File: config.mk
export PLATFORM = sky130hd
export DESIGN_NAME = exp5_unidade_controle_flat
export DESIGN_NICKNAME = d
export VERILOG_FILES = /design/src/rtl/exp5_unidade_controle_if.sv /design/src/rtl/exp5_unidade_controle.sv /design/src/flat_wrapper.sv
export SDC_FILE = /design/constraint.sdc
export NUM_CORES = 1
export LEC_CHECK = 0
export ABC_AREA = 1
export BUFFER_PORTS_ARGS = -buffer_cell sky130_fd_sc_hd__buf_2
export CORE_AREA = 3 3 40 42
export CTS_BUF_LIST = sky130_fd_sc_hd__clkbuf_2
export CTS_CLUSTER_SIZE = 24
export DETAILED_ROUTE_END_ITERATION = 16
export DIE_AREA = 0 0 43 45
export HOLD_SLACK_MARGIN = 0.15
export PLACE_DENSITY = 0.56
export REMOVE_ABC_BUFFERS = 1
export SLEW_MARGIN = 20
export SYNTH_ARGS = -nofsm -noshare
export SYNTH_HDL_FRONTEND = slang
export SYNTH_SLANG_ARGS = --single-unit
export TNS_END_PERCENT = 20
File: constraint.sdc
create_clock -name clock -period 1.18 [get_ports clock]
set_clock_uncertainty 0.1 [all_clocks]
set_input_delay 0 -clock clock [delete_from_list [all_inputs] [get_ports clock]]
set_output_delay 0 -clock clock [all_outputs]
set_load 0.01 [all_outputs]
File: src/rtl/exp5_unidade_controle_if.sv
// Signal bundle between the memory-game control unit and its datapath/player-input side.
// The slave modport is the control unit's view; master is the datapath/stimulus view.
interface exp5_unidade_controle_if;
   logic       iniciar;
   logic       jogada;
   logic       igual;
   logic       fimC;
   logic       zeraC;
   logic       contaC;
   logic       zeraR;
   logic       registraR;
   logic       acertou;
   logic       errou;
   logic       timeout;
   logic       pronto;
   logic [3:0] db_estado;

   modport master (
      output iniciar, jogada, igual, fimC,
      input  zeraC, contaC, zeraR, registraR, acertou, errou, timeout, pronto, db_estado
   );

   modport slave (
      input  iniciar, jogada, igual, fimC,
      output zeraC, contaC, zeraR, registraR, acertou, errou, timeout, pronto, db_estado
   );
endinterface

File: src/rtl/exp5_unidade_controle.sv
// Moore control unit sequencing one memory-game round (hit / miss / per-play timeout).
// Optional feature macro: EXP5_TIMEOUT_EN enables the ESPERA timeout timer and FIM_TIMEOUT.
module exp5_unidade_controle #(
   parameter int unsigned TIMEOUT_CYCLES = 5000
) (
   input logic                     clock,
   input logic                     reset,
   exp5_unidade_controle_if.slave  bus
);
   // state        | meaning
   // INICIAL      | idle, waiting for iniciar
   // PREPARACAO   | clear address counter and play register
   // ESPERA       | waiting for a play (timer running when enabled)
   // REGISTRA     | load play register
   // COMPARA      | evaluate comparator result
   // PROXIMO      | advance address counter
   // FIM_ACERTOU  | round over, all plays correct
   // FIM_ERROU    | round over, wrong play
   // FIM_TIMEOUT  | round over, no play in time
   typedef enum logic [3:0] {
      INICIAL     = 4'h0,
      PREPARACAO  = 4'h1,
      ESPERA      = 4'h2,
      REGISTRA    = 4'h4,
      COMPARA     = 4'h5,
      PROXIMO     = 4'h6,
      FIM_ACERTOU = 4'hA,
      FIM_TIMEOUT = 4'hD,
      FIM_ERROU   = 4'hE
   } state_t;

   state_t state;
   state_t next;

   if (TIMEOUT_CYCLES < 2) begin : g_bad_timeout
      $error("exp5_unidade_controle: TIMEOUT_CYCLES must be at least 2");
   end

`ifdef EXP5_TIMEOUT_EN
   localparam int TW = $clog2(TIMEOUT_CYCLES);
   localparam logic [TW-1:0] TIMER_LAST = TW'(TIMEOUT_CYCLES - 1);

   logic [TW-1:0] timer;

   // Counts only while staying in ESPERA, so it restarts on every entry.
   always_ff @(posedge clock) begin
      if (!reset) begin
         timer <= '0;
      end else if (state == ESPERA && next == ESPERA) begin
         timer <= timer + TW'(1);
      end else begin
         timer <= '0;
      end
   end
`endif

   always_ff @(posedge clock) begin
      if (!reset) begin
         state <= INICIAL;
      end else begin
         state <= next;
      end
   end

   always_comb begin
      next = state;
      case (state)
         INICIAL:     if (bus.iniciar) next = PREPARACAO;
         PREPARACAO:  next = ESPERA;
         ESPERA: begin
            if (bus.jogada) begin
               next = REGISTRA;
`ifdef EXP5_TIMEOUT_EN
            end else if (timer == TIMER_LAST) begin
               next = FIM_TIMEOUT;
`endif
            end
         end
         REGISTRA:    next = COMPARA;
         COMPARA: begin
            if (!bus.igual)     next = FIM_ERROU;
            else if (bus.fimC)  next = FIM_ACERTOU;
            else                next = PROXIMO;
         end
         PROXIMO:     next = ESPERA;
         FIM_ACERTOU: if (bus.iniciar) next = PREPARACAO;
         FIM_ERROU:   if (bus.iniciar) next = PREPARACAO;
`ifdef EXP5_TIMEOUT_EN
         FIM_TIMEOUT: if (bus.iniciar) next = PREPARACAO;
`endif
         default:     next = INICIAL;
      endcase
   end

   always_comb begin
      bus.zeraC     = 1'b0;
      bus.contaC    = 1'b0;
      bus.zeraR     = 1'b0;
      bus.registraR = 1'b0;
      bus.acertou   = 1'b0;
      bus.errou     = 1'b0;
      bus.timeout   = 1'b0;
      bus.pronto    = 1'b0;
      case (state)
         PREPARACAO: begin
            bus.zeraC = 1'b1;
            bus.zeraR = 1'b1;
         end
         REGISTRA:    bus.registraR = 1'b1;
         PROXIMO:     bus.contaC = 1'b1;
         FIM_ACERTOU: begin
            bus.pronto  = 1'b1;
            bus.acertou = 1'b1;
         end
         FIM_ERROU: begin
            bus.pronto = 1'b1;
            bus.errou  = 1'b1;
         end
`ifdef EXP5_TIMEOUT_EN
         FIM_TIMEOUT: begin
            bus.pronto  = 1'b1;
            bus.errou   = 1'b1;
            bus.timeout = 1'b1;
         end
`endif
         default: ;
      endcase
   end

   assign bus.db_estado = state;
endmodule

File: src/flat_wrapper.sv
// flat-port wrapper written by rule: the top's interface ports become plain ports
module exp5_unidade_controle_flat 
#(
   parameter int unsigned TIMEOUT_CYCLES = 5000
)
  (clock, reset, bus_iniciar, bus_jogada, bus_igual, bus_fimC, bus_zeraC, bus_contaC, bus_zeraR, bus_registraR, bus_acertou, bus_errou, bus_timeout, bus_pronto, bus_db_estado);
  exp5_unidade_controle_if bus_i ();
  input logic clock;
  input logic reset;
  input wire logic [$bits(bus_i.iniciar)-1:0] bus_iniciar;
  input wire logic [$bits(bus_i.jogada)-1:0] bus_jogada;
  input wire logic [$bits(bus_i.igual)-1:0] bus_igual;
  input wire logic [$bits(bus_i.fimC)-1:0] bus_fimC;
  output wire logic [$bits(bus_i.zeraC)-1:0] bus_zeraC;
  output wire logic [$bits(bus_i.contaC)-1:0] bus_contaC;
  output wire logic [$bits(bus_i.zeraR)-1:0] bus_zeraR;
  output wire logic [$bits(bus_i.registraR)-1:0] bus_registraR;
  output wire logic [$bits(bus_i.acertou)-1:0] bus_acertou;
  output wire logic [$bits(bus_i.errou)-1:0] bus_errou;
  output wire logic [$bits(bus_i.timeout)-1:0] bus_timeout;
  output wire logic [$bits(bus_i.pronto)-1:0] bus_pronto;
  output wire logic [$bits(bus_i.db_estado)-1:0] bus_db_estado;
  assign bus_i.iniciar = bus_iniciar;
  assign bus_i.jogada = bus_jogada;
  assign bus_i.igual = bus_igual;
  assign bus_i.fimC = bus_fimC;
  assign bus_zeraC = bus_i.zeraC;
  assign bus_contaC = bus_i.contaC;
  assign bus_zeraR = bus_i.zeraR;
  assign bus_registraR = bus_i.registraR;
  assign bus_acertou = bus_i.acertou;
  assign bus_errou = bus_i.errou;
  assign bus_timeout = bus_i.timeout;
  assign bus_pronto = bus_i.pronto;
  assign bus_db_estado = bus_i.db_estado;
  exp5_unidade_controle #(.TIMEOUT_CYCLES(TIMEOUT_CYCLES)) u_core (.clock(clock), .reset(reset), .bus(bus_i));
endmodule
==> flow_summary.json <==
{
  "insertion_delay_ns": 0.21,
  "drtAntennaViolNets": 0,
  "core_um2": 1280,
  "synth_top_area_frac": 0.258,
  "cts.sinks": 4,
  "synth_cell_types": 15,
  "netlist_area_um2": 310,
  "final_cell_mix": "16 x buf_2, 12 x inv_1, 9 x nand2_1, 6 x nor2_1",
  "viasPerCell": 3.98,
  "rows": 13,
  "synth-seq-cells": 4,
  "diodes": 0,
  "drc": 0,
  "cts_root_buffer": "clkbuf_2",
  "crit_fanout": 5,
  "hold_path_class": "in2reg",
  "tns_ns": 0,
  "synth_cells": 54,
  "hpwl_um": 657,
  "grt_pass1_wl_um": 1490,
  "synth_xor_area_frac": 0,
  "wirelength_um": 811,
  "synth_top_cell_by_area": "dfxtp_1",
  "synth_seq_area_share": 0.258,
  "required_ns": 1.08,
  "slew_viol_final": 0,
  "yosys.area_share.simple": 0.423,
  "worstPathArrival_ns": 1.04,
  "holdWs_ns": 0.465,
  "yosys_warnings": 0,
  "finalCriticalPeriod_ns": 1.14,
  "dr.first_iter.drc_count": 1,
  "path_clk_slew_ns": 0.05,
  "synth_compound_area_frac": 0.0887,
  "wire_per_inst_um": 8.45,
  "min_to": "u_core.bus.db_estado[2]",
  "fin_crit_sh": 0.970,
  "fp.dieW_um": 43,
  "post_cts_buffers": 0,
  "firstDrtPassIters": 2,
  "drv_cap": 0,
  "synth_top_family_by_area": "simple AND/OR/NAND/NOR gates",
  "ir_drop_mv": 0.915,
  "worstHoldStart": "reset",
  "ios": 18,
  "crit_type": "reg2out",
  "drive_above_1_share": 0.519,
  "htree_levels": 1,
  "clock.fmax_mhz": 874,
  "syn_avg_cell_area_um2": 5.75,
  "numCtsBuffers": 3,
  "overflow": 0,
  "setup_viol": 0,
  "cp-end-kind": "output port",
  "hold_viol_final": 0,
  "antenna_found_initial": 0,
  "first_global_vias": 360,
  "largest_reg_flops": 4,
  "rr_worst_depth": 9,
  "fill_cells": 148,
  "grt_setup_unrepaired": "yes",
  "port_buffers": 16,
  "ff2ff_setup_slack_ns": 0.06,
  "track_usage": 0.0998,
  "fin_nets": 89,
  "hold_path_depth": 4,
  "vias": 382,
  "die_y_um": 45,
  "initial_utilization": 0.241,
  "final_common_cell": "buf_2",
  "muxShareOfSynthArea": 0,
  "start_kind": "register",
  "dieArea_um2": 1940,
  "p_per_area_nw_per_um2": 2190,
  "gp_congestion": 0.793,
  "cts_tree": "yes",
  "cts_buffer_depth": 2,
  "r2r_end": "u_core.bus.db_estado[2]",
  "status": "complete, no violations",
  "timing.rr.start": "u_core.bus.db_estado[2]",
  "synthAdderAreaFrac": 0,
  "synthTopCellsByArea": "dfxtp_1 26%, inv_1 16%, nor2_1 13%, nand2_1 11%, nand2_2 6.0%",
  "p_leak_uw": 0.000315,
  "area_growth_pct": 71.8,
  "grt_max_degree": 7
}
## through the flow
| stage | power (uW) | cell area (um^2) | setup WS, ns | util | std cells |
|---|---|---|---|---|---|
| 3_5_place_dp | 949 | 432 | -0.0540 | 0.336 | 88 |
| 6_report | 1170 | 533 | 0.0354 | 0.415 | 96 |
| 2_1_floorplan | 693 | 295 | 0.00592 | - | 52 |
| 5_1_grt | 1290 | 533 | -0.0228 | 0.415 | 96 |
| 3_3_place_gp | 951 | 432 | -0.0360 | 0.336 | 88 |
| 4_1_cts | 1110 | 503 | 0.00933 | 0.391 | 96 |
## worst max-delay path, stage by stage (launching register included)
cell and delay (ns):
dfxtp_4 0.39, nand3_2 0.10, buf_4 0.15, nor2_1 0.07
buf_2 0.13
## what timing repair did
action                     CTS  global route
setup endpoints to repair    8            11
hold endpoints to repair     4             0
hold buffers                 5             0
pin swaps                    0             1
resized for setup            4            12
## Yosys cell counts (all sizes together)
| library cell | number |
|---|---|
| inv | 14 |
| nand2 | 13 |
| nor2 | 11 |
| dfxtp | 4 |
| a21oi | 3 |
| buf | 2 |
| nor3 | 2 |
| conb | 1 |
| nand3 | 1 |
| nand4 | 1 |
| o211ai | 1 |
| o21ai | 1 |
## power breakdown
part | switching, uW | internal, uW
sequential | 76.6 | 205
combinational | 433 | 327
clock | 56.8 | 68.4
## worst max path at each step
| stage | startpoint | to | slack, ns |
|---|---|---|---|
| detailed placement | u_core.bus.db_estado[3] | u_core.bus.db_estado[2] | -0.05 |
| global route | u_core.bus.db_estado[3] | bus_acertou | -0.02 |
| global placement | u_core.bus.db_estado[3] | u_core.bus.db_estado[2] | -0.04 |
| finish | u_core.bus.db_estado[3] | bus_acertou | 0.04 |
| CTS | u_core.bus.db_estado[0] | bus_acertou | 0.009 |
| floorplan | u_core.bus.db_estado[1] | u_core.bus.db_estado[2] | 0.006 |
## metal layers
metal,GRT usage,wire [um],up-vias
li1,-,-,213
met5,0,0,-
met2,0.168,402,8
met1,0.122,368,161
met4,0.0542,0,0
met3,0.0159,40,0
## area by class of cell
type                    count  area, um^2  share of cell area
inverters                  14        52.6              0.0986
flip-flops and latches      4        90.1               0.169
clock buffers               3        15.0              0.0282
well taps                  15        18.8              0.0352
multi-input cells          34         189               0.354
repair buffers             26         168               0.315
## cell families (layout without fill, tap and decap cells)
logic type / Yosys count / count (layout)
simple gates: 28 / 28
buf+inv: 16 / 43
compound gates: 5 / 5
flops: 4 / 4
other cells: 1 / 1
(Power assumes the default switching activity.)
